### config.mk
export PLATFORM = sky130hd
export DESIGN_NAME = div_sequencer
export DESIGN_NICKNAME = d
export VERILOG_FILES = /design/src/rtl/div_sequencer.sv
export SDC_FILE = /design/constraint.sdc
export NUM_CORES = 1
export LEC_CHECK = 0
export CAP_MARGIN = 40
export CORE_UTILIZATION = 31
export CTS_CLUSTER_DIAMETER = 120
export CTS_CLUSTER_SIZE = 14
export DETAILED_ROUTE_END_ITERATION = 10
export HOLD_SLACK_MARGIN = 0.03
export PLACE_DENSITY_LB_ADDON = 0.12
export SLEW_MARGIN = 25
export SYNTH_ARGS = -nofsm -noshare
export SYNTH_HDL_FRONTEND = slang
export SYNTH_SLANG_ARGS = --single-unit
### constraint.sdc
create_clock -name clk -period 5.6 [get_ports clk]
set_input_delay 1.4 -clock clk [delete_from_list [all_inputs] [get_ports clk]]
set_output_delay 1.4 -clock clk [all_outputs]
set_load 0.005 [all_outputs]
### src/rtl/div_sequencer.sv
// Multi-cycle sequencer for RV32M DIV/DIVU/REM/REMU. A radix-2 restoring divider
// produces one quotient bit per cycle while the pipeline is held in stall.
//
// state | meaning
// IDLE  | waiting for a division in EX
// PREP  | magnitudes, sign flags, special-case detection
// ITER  | one restoring step per cycle, counter runs WIDTH..1
// DONE  | result/valid presented for one cycle
module div_sequencer #(
  parameter int WIDTH = 32
) (
  input  logic             clk,
  input  logic             reset,
  input  logic             start,
  input  logic [2:0]       Funct3,
  input  logic [WIDTH-1:0] SrcA,
  input  logic [WIDTH-1:0] SrcB,
  input  logic             flush,
  output logic             stall,
  output logic             busy,
  output logic             valid,
  output logic [WIDTH-1:0] result
);

  localparam int CW = $clog2(WIDTH + 1);
  localparam logic [WIDTH-1:0] MOST_NEG = {1'b1, {(WIDTH-1){1'b0}}};

  typedef enum logic [1:0] {IDLE, PREP, ITER, DONE} state_t;

  state_t           state, state_nx;
  logic [2:0]       op_f3;
  logic [WIDTH-1:0] op_a, op_b;
  logic [WIDTH-1:0] quo, dvs, rem;
  logic [CW-1:0]    cnt;
  logic             neg_q, neg_r;

  logic             is_signed, sel_rem, a_neg, b_neg, div_zero, ovf, take, last_iter;
  logic [WIDTH-1:0] a_mag, b_mag, rem_nx, quo_nx, q_fin, r_fin;
  logic [WIDTH:0]   shifted, diff;

  assign is_signed = (op_f3 == 3'b100) || (op_f3 == 3'b110);
  assign sel_rem   = op_f3[1];
  assign a_neg     = is_signed & op_a[WIDTH-1];
  assign b_neg     = is_signed & op_b[WIDTH-1];
  // Negating the most negative value yields its unsigned magnitude, which is what we want.
  assign a_mag     = a_neg ? (~op_a + 1'b1) : op_a;
  assign b_mag     = b_neg ? (~op_b + 1'b1) : op_b;
  assign div_zero  = (op_b == '0);
  assign ovf       = is_signed && (op_a == MOST_NEG) && (op_b == '1);

  assign shifted   = {rem, quo[WIDTH-1]};
  assign diff      = shifted - {1'b0, dvs};
  assign take      = ~diff[WIDTH];
  assign rem_nx    = take ? diff[WIDTH-1:0] : shifted[WIDTH-1:0];
  assign quo_nx    = {quo[WIDTH-2:0], take};
  assign q_fin     = neg_q ? (~quo_nx + 1'b1) : quo_nx;
  assign r_fin     = neg_r ? (~rem_nx + 1'b1) : rem_nx;
  assign last_iter = (cnt == CW'(1));

  always_ff @(posedge clk) begin
    if (reset) state <= IDLE;
    else       state <= state_nx;
  end

  always_comb begin
    state_nx = state;
    stall    = 1'b0;
    case (state)
      IDLE: begin
        if (start && !flush) begin
          state_nx = PREP;
          stall    = 1'b1;
        end
      end
      PREP: begin
        stall    = 1'b1;
        state_nx = (div_zero || ovf) ? DONE : ITER;
      end
      ITER: begin
        stall = 1'b1;
        if (last_iter) state_nx = DONE;
      end
      DONE:    state_nx = IDLE;
      default: state_nx = IDLE;
    endcase
    if (flush) state_nx = IDLE;
  end

  always_ff @(posedge clk) begin
    if (reset) begin
      op_f3  <= '0;
      op_a   <= '0;
      op_b   <= '0;
      quo    <= '0;
      dvs    <= '0;
      rem    <= '0;
      cnt    <= '0;
      neg_q  <= 1'b0;
      neg_r  <= 1'b0;
      busy   <= 1'b0;
      valid  <= 1'b0;
      result <= '0;
    end else begin
      busy  <= (state_nx != IDLE);
      valid <= 1'b0;
      case (state)
        IDLE: begin
          if (start && !flush) begin
            op_f3 <= Funct3;
            op_a  <= SrcA;
            op_b  <= SrcB;
          end
        end
        PREP: begin
          quo   <= a_mag;
          dvs   <= b_mag;
          rem   <= '0;
          cnt   <= CW'(WIDTH);
          neg_q <= a_neg ^ b_neg;
          neg_r <= a_neg;
          if (!flush && div_zero) begin
            valid  <= 1'b1;
            result <= sel_rem ? op_a : '1;
          end else if (!flush && ovf) begin
            valid  <= 1'b1;
            result <= sel_rem ? '0 : op_a;
          end
        end
        ITER: begin
          rem <= rem_nx;
          quo <= quo_nx;
          cnt <= cnt - CW'(1);
          // Final step: sign-correct the freshly computed bits so result is ready in DONE.
          if (last_iter && !flush) begin
            valid  <= 1'b1;
            result <= sel_rem ? r_fin : q_fin;
          end
        end
        default: ;
      endcase
    end
  end

endmodule

==> reports/qor.yml, run 1 <==
grt:
  gr-total-overflow: 0
  grt_max_degree: 70
  grt_pass1_vias: 13100
  grt_usage_pct: 21.9
  grt_pass1_wl_mm: 80.2
  antenna_found_initial: 0
placement:
  numPortBuffers: 105
  dpl.hpwl_mm: 39.4
  place.gp.congestion: 0.903
synth:
  async_flop_share_pct: 0
  synth_top_family_by_area: "compound AO/OA/AOI/OAI gates"
  synth_compound_area_share_pct: 26.4
  ys_ff_latch: 207
  yosys_warnings: 0
  synthFlopType: "dfxtp_1"
  syn_area_um2: 14200
  ys_types: 91
  synth_mux_area_share_pct: 3.72
  synth_fa_ha_area_share_pct: 4.03
  yosys.area_share.xor_xnor_pct: 7.42
  avgSynthCellArea_um2: 7.31
  syn_inst: 1937
  synth-seq-area-share_pct: 29.3
  syn-num-nets: 2053
  synth_edf_count: 0
  yosys.area_share.simple_pct: 23.9
clocking:
  hold_buffers: 0
  numCtsBuffers: 19
  cts_setup_buffers: 0
  tritoncts: "built"
  htreeDepth: 1
  cts_buffer_depth: 3
  cts_root_buf: "clkbuf_16"
  postCtsResizedCells: 0
  clock_latency_ns: 0.54
  clkSinkCount: 207
  clk_pin_slew_ns: 0.08
timing:
  clock_skew_ns: 0.0290
  min_period_ns: 5.13
  slew_violations: 0
  tns_ns: 0
  setup_viol: 0
  period_share_pct: 91.6
  rsz0062_at_grt: "false"
  max_freq_ghz: 0.195
  slew_headroom_pct: 47.9
  hold_violations: 0
  tightest_slew_ns: 0.781
routing:
  viasPerCell: 5.53
  wire_per_inst_um: 20.3
  drtPass1Iterations: 5
  ant_nets: 0
  first_iter_violations: 1204
  drt_wl_total_mm: 51.7
  vias: 14100
  route.detailed.drc: 0
worst_setup_path:
  critPathArrivalTime_ns: 5.58
  critPathLaunch: "quo[31]$_SDFFE_PP0P_"
  end_kind: "flip-flop"
  worstSetupPathType: "flip-flop to flip-flop"
  rr_startpoint: "quo[31]$_SDFFE_PP0P_"
  r2r_cells: 20
  start_kind: "flip-flop"
  cp_max_fo: 12
  cp_data_required_time_ns: 6.05
  reg2reg_slack_ns: 0.47
  r2r_end: "result[28]$_SDFFE_PP0P_"
  crit_end: "result[28]$_SDFFE_PP0P_"
finish:
  syn_to_final_growth_pct: 14.3
  n_antenna_cell: 0
  n_fill_cell: 4814
  fin_util_pct: 36.3
  final_cell_mix: "nand2_1, dfxtp_1, nor2_1, a21oi_1, o21ai_0"
  final_common_cell: "nand2_1"
  multiInputGateArea_um2: 9300
  fin_nets: 2073
  seq_area_um2: 4140
  drive_gt1_share_pct: 4.54
die:
  start_util_pct: 31.7
  top_level_ports: 106
  core_area_um2: 44600
  row_count: 77
  die_w_um: 216
  die_h_um: 216
  die-area_um2: 46500
worst_hold_path:
  hold_path_class: "flip-flop to flip-flop"
run_status:
  outcome: "finished, final reports clean"
flow_run:
  cap_violations: 0
power_and_ir_drop:
  peakVddDrop_uv: 156
  p_per_area_nw_per_um2: 240
  total_leakage_power_nw: 5.77
[logic make-up after synthesis]
kind of cell    after synthesis
xor+xnor                    120
compound gates              575
buf+inv                     194
mux                          52
simple gates                744
fa+ha+maj                    45
flops                       207
[worst min-delay path by stage]
stage | startpoint | end | slack [ns] | cells past startpoint
4_1_cts | result[15]$_SDFFE_PP0P_ | result[15]$_SDFFE_PP0P_ | 0.45 | 2
3_5_place_dp | result[15]$_SDFFE_PP0P_ | result[15]$_SDFFE_PP0P_ | 0.44 | 2
6_report | result[15]$_SDFFE_PP0P_ | result[15]$_SDFFE_PP0P_ | 0.45 | 2
3_3_place_gp | op_f3[2]$_SDFFE_PP0P_ | op_f3[2]$_SDFFE_PP0P_ | 0.44 | 2
2_1_floorplan | op_f3[2]$_SDFFE_PP0P_ | op_f3[2]$_SDFFE_PP0P_ | 0.43 | 2
5_1_grt | result[15]$_SDFFE_PP0P_ | result[15]$_SDFFE_PP0P_ | 0.47 | 2
[synthesized netlist by cell type (all sizes together) (13+ instances only)]
cell    number  share of area, %
inv         60               1.6
nor2       209               5.6
nand3       30               1.1
a211oi      47               2.7
and2        16              0.71
o31ai       32               1.7
nand2      290               7.7
xnor2       58               3.6
a311oi      13              0.80
a21oi      177               6.4
or3         31               1.4
a21o        13              0.69
ha          44               3.9
nand4       23               1.0
buf         20              0.64
clkbuf     114               3.0
nand2b      15              0.66
mux2i       47               3.3
a22oi       22               1.2
o211ai      19               1.0
dfxtp      207                29
nor3        49               1.7
nor4        18              0.80
xor2        62               3.8
o21ai      135               4.8
[flip-flops by register name, summed over array words and instances, names as in the netlist]
name    count
busy        1
dvs        32
op_f3       3
rem        32
quo        32
neg_r       1
valid       1
cnt         6
op_a       32
op_b       32
neg_q       1
state       2
result     32
[where the power goes]
| group | internal, mW | switching [mW] |
|---|---|---|
| Clock | 0.626 | 0.630 |
| Combinational | 0.374 | 0.654 |
| Sequential | 1.53 | 0.0681 |
[worst max-delay path: stages (launching register included)]
cell       delay [ns]
dfxtp_1          0.39
inv_1            0.08
ha_1             0.22
fa_1             0.39
and2b_1          0.27
o2111ai_2        0.22
a211oi_4         0.35
o2111a_1         0.27
a211o_1          0.18
nor2_4           0.06
inv_2            0.20
ha_1             0.29
nand4_1          0.17
or3_1            0.41
or2_2            0.35
nand2b_1         0.18
o31ai_1          0.26
xor2_1           0.10
a22oi_1          0.33
nand2_1          0.08
o21ai_0          0.20
[final cells by class]
type	instances	area share [%]
well taps	592	4.58
clock inverters	3	0.170
clock buffers	20	3.02
repair buffers	133	7.78
inverters	60	1.39
flip-flops and latches	207	25.6
multi-input cells	1536	57.5
[metal layers]
metal  GRT usage [%]  up-vias  wire length, um
met4            4.70        0              891
met5               0        -                0
li1                -     6971                -
met3            2.83       54             2880
met2            32.9      398            22000
met1            32.9     6673            26000
[stage by stage]
stage          setup slack, ns  hold WS, ns  power [mW]  cell area [um^2]  std cells
6_report                 0.468        0.447        3.88             16200       2551
5_1_grt                 0.0678        0.472        4.08             16200       2551
4_1_cts                  0.420        0.446        3.91             16200       2548
3_5_place_dp             0.469        0.437        2.64             15700       2525
3_3_place_gp             0.534        0.440        2.64             15600       2521
2_1_floorplan            0.481        0.432        2.29             14200       1937
(Power assumes the default switching activity.)
==> inputs of run 2 (changes only) <==
CTS_CLUSTER_DIAMETER = 50   (was 120)
PLACE_DENSITY = 0.49   (was default)
PLACE_DENSITY_LB_ADDON = default   (was 0.12)
==> run 2 against run 1 <==
Against the previous run: clock power grew 59%; global-route usage shrank 0.23 points; first-iteration DRC count is 9.8% lower; sequential power about the same; fmax decreased by 0.66%; combinational power about the same; core utilization up 1.3 points; largest power group is now clock.
==> reports/qor.yml, run 2 (synthesis results as in run 1) <==
run_status:
  outcome: "finished, final reports clean"  # unchanged
grt:
  grt_max_degree: 105  # was 70
  antenna_found_initial: 0  # unchanged
  grt_usage_pct: 21.7  # was 21.9%
  gr-total-overflow: 0  # unchanged
  grt_pass1_vias: 13300  # was 13100
  grt_pass1_wl_mm: 79.0  # was 80.2 mm
flow_run:
  cap_violations: 0  # unchanged
clocking:
  clkSinkCount: 207  # unchanged
  cts_setup_buffers: 0  # unchanged
  cts_root_buf: "clkbuf_16"  # unchanged
  postCtsResizedCells: 0  # unchanged
  numCtsBuffers: 34  # was 19
  clock_latency_ns: 0.55  # was 0.54 ns
  htreeDepth: 2  # was 1
  cts_buffer_depth: 3  # unchanged
  hold_buffers: 0  # unchanged
  tritoncts: "built"  # unchanged
  clk_pin_slew_ns: 0.05  # was 0.08 ns
timing:
  clock_skew_ns: 0.0277  # was 0.0290 ns
  rsz0062_at_grt: "false"  # unchanged
  slew_headroom_pct: 41.9  # was 47.9%
  setup_viol: 0  # unchanged
  slew_violations: 0  # unchanged
  hold_violations: 0  # unchanged
  tns_ns: 0  # unchanged
  hold_ws_ns: 0.459  # was 0.447 ns
  tightest_slew_ns: 0.850  # was 0.781 ns
  max_freq_ghz: 0.194  # was 0.195 GHz
  period_share_pct: 92.3  # was 91.6%
  min_period_ns: 5.17  # was 5.13 ns
power_and_ir_drop:
  pwr-share-seq_pct: 34.7  # was 41.2%
  total_leakage_power_nw: 6.03  # was 5.77 nW
  power.share.switching_pct: 32.4  # was 34.8%
  p_per_area_nw_per_um2: 275  # was 240 nW/um^2
  switching_power_mw: 1.50  # was 1.35 mW
  p_comb_share_pct: 22.0  # was 26.5%
  peakVddDrop_uv: 165  # was 156 uV
  pwr-share-clk_pct: 43.3  # was 32.4%
  intPower_mw: 3.12  # was 2.53 mW
worst_setup_path:
  start_kind: "flip-flop"  # unchanged
  end_kind: "flip-flop"  # unchanged
  cp_data_required_time_ns: 6.01  # was 6.05 ns
  cp_max_fo: 9  # was 12
  critPathArrivalTime_ns: 5.57  # was 5.58 ns
  worstSetupPathType: "flip-flop to flip-flop"  # unchanged
die:
  core_area_um2: 44600  # unchanged
  die-area_um2: 46500  # unchanged
  start_util_pct: 31.7  # unchanged
  row_count: 77  # unchanged
  die_h_um: 216  # unchanged
  die_w_um: 216  # unchanged
  top_level_ports: 106  # unchanged
placement:
  place.gp.congestion: 0.911  # was 0.903
  placed_cell_area_um2: 15600  # was 15700 um^2
  dpl.hpwl_mm: 38.6  # was 39.4 mm
  numPortBuffers: 105  # unchanged
routing:
  wire_per_inst_um: 19.7  # was 20.3 um
  vias: 14100  # about the same
  first_iter_violations: 1086  # was 1204
  ant_nets: 0  # unchanged
  drtPass1Iterations: 5  # unchanged
  route.detailed.drc: 0  # unchanged
  viasPerCell: 5.47  # was 5.53
  drt_wl_total_mm: 50.9  # was 51.7 mm
finish:
  n_antenna_cell: 0  # unchanged
  final_cell_area_um2: 16800  # was 16200 um^2
  final_cell_mix: "nand2_1, dfxtp_1, nor2_1, a21oi_1, o21ai_0"  # unchanged
  syn_to_final_growth_pct: 18.4  # was 14.3%
  fin_nets: 2084  # was 2073
  final_common_cell: "nand2_1"  # unchanged
  drive_gt1_share_pct: 5.73  # was 4.54%
worst_hold_path:
  hold_path_class: "flip-flop to flip-flop"  # unchanged
## run 2: cell count changes in the layout (fill, tap and decap cells not counted), moves of 2 or more
cell | before | now
clkbuf_1 | 0 | 6
clkbuf_8 | 1 | 4
inv_6 | 1 | 3
clkinv_4 | 0 | 2
clkinvlp_4 | 1 | 4
clkbuf_16 | 19 | 35
buf_4 | 23 | 18
clkinv_8 | 0 | 3
## run 2: power groups by stage
stage / sequential (mW) / clock [mW] / combinational, mW
2_1_floorplan: 1.60 / 0 / 0.682
5_1_grt: 1.61 / 2.12 / 1.11
3_5_place_dp: 1.63 / 0 / 0.997
6_report: 1.60 / 2.00 / 1.01
3_3_place_gp: 1.63 / 0 / 0.997
4_1_cts: 1.60 / 2.05 / 1.00
## run 2: final timing paths
kind                               from                 endpoint  slack [ns]  cells past startpoint
setup / recovery   quo[31]$_SDFFE_PP0P_  result[28]$_SDFFE_PP0P_        0.43                     20
setup reg to reg   quo[31]$_SDFFE_PP0P_  result[28]$_SDFFE_PP0P_        0.43                     20
hold reg to reg   op_f3[0]$_SDFFE_PP0P_    op_f3[0]$_SDFFE_PP0P_        0.46                      2
hold / removal    op_f3[0]$_SDFFE_PP0P_    op_f3[0]$_SDFFE_PP0P_        0.46                      2
## run 2: worst max-delay path: stages, from the launching register on
cell,delay (ns)
dfxtp_1,0.38
inv_1,0.08
ha_1,0.22
fa_1,0.42
and2b_1,0.27
o2111ai_2,0.22
a211oi_4,0.47
o2111a_1,0.30
a211o_1,0.16
nor2_4,0.06
inv_2,0.18
ha_1,0.29
nand4_1,0.15
or3_1,0.38
or2_2,0.34
nand2b_1,0.18
o31ai_1,0.25
xor2_1,0.19
a22oi_1,0.13
a32oi_1,0.22
o21ai_0,0.10
## run 2: layout make-up
class / count / area (um^2)
Fill cell: 4727 / 27800
Sequential cell: 207 / 4140
Timing Repair Buffer: 129 / 1270
Tap cell: 592 / 741
Clock buffer: 45 / 953
Clock inverter: 13 / 128
Inverter: 60 / 225
Multi-Input combinational cell: 1536 / 9300
## run 2: through the flow
stage | worst slack (ns) | utilization, % | instances | power (mW)
2_1_floorplan | 0.481 | - | 1937 | 2.29
3_3_place_gp | 0.531 | 35.0 | 2518 | 2.63
3_5_place_dp | 0.489 | 35.1 | 2522 | 2.63
4_1_cts | 0.455 | 37.5 | 2580 | 4.65
5_1_grt | 0.0128 | 37.6 | 2582 | 4.84
6_report | 0.433 | 37.6 | 2582 | 4.61
## run 2: per-layer routing
metal / routed length [um] / GRT usage (%) / up-vias
met5: 0 / 0 / -
met4: 1480 / 7.68 / 0
met3: 2620 / 2.80 / 81
met2: 21500 / 32.1 / 407
met1: 25400 / 31.8 / 6632
li1: - / - / 7001
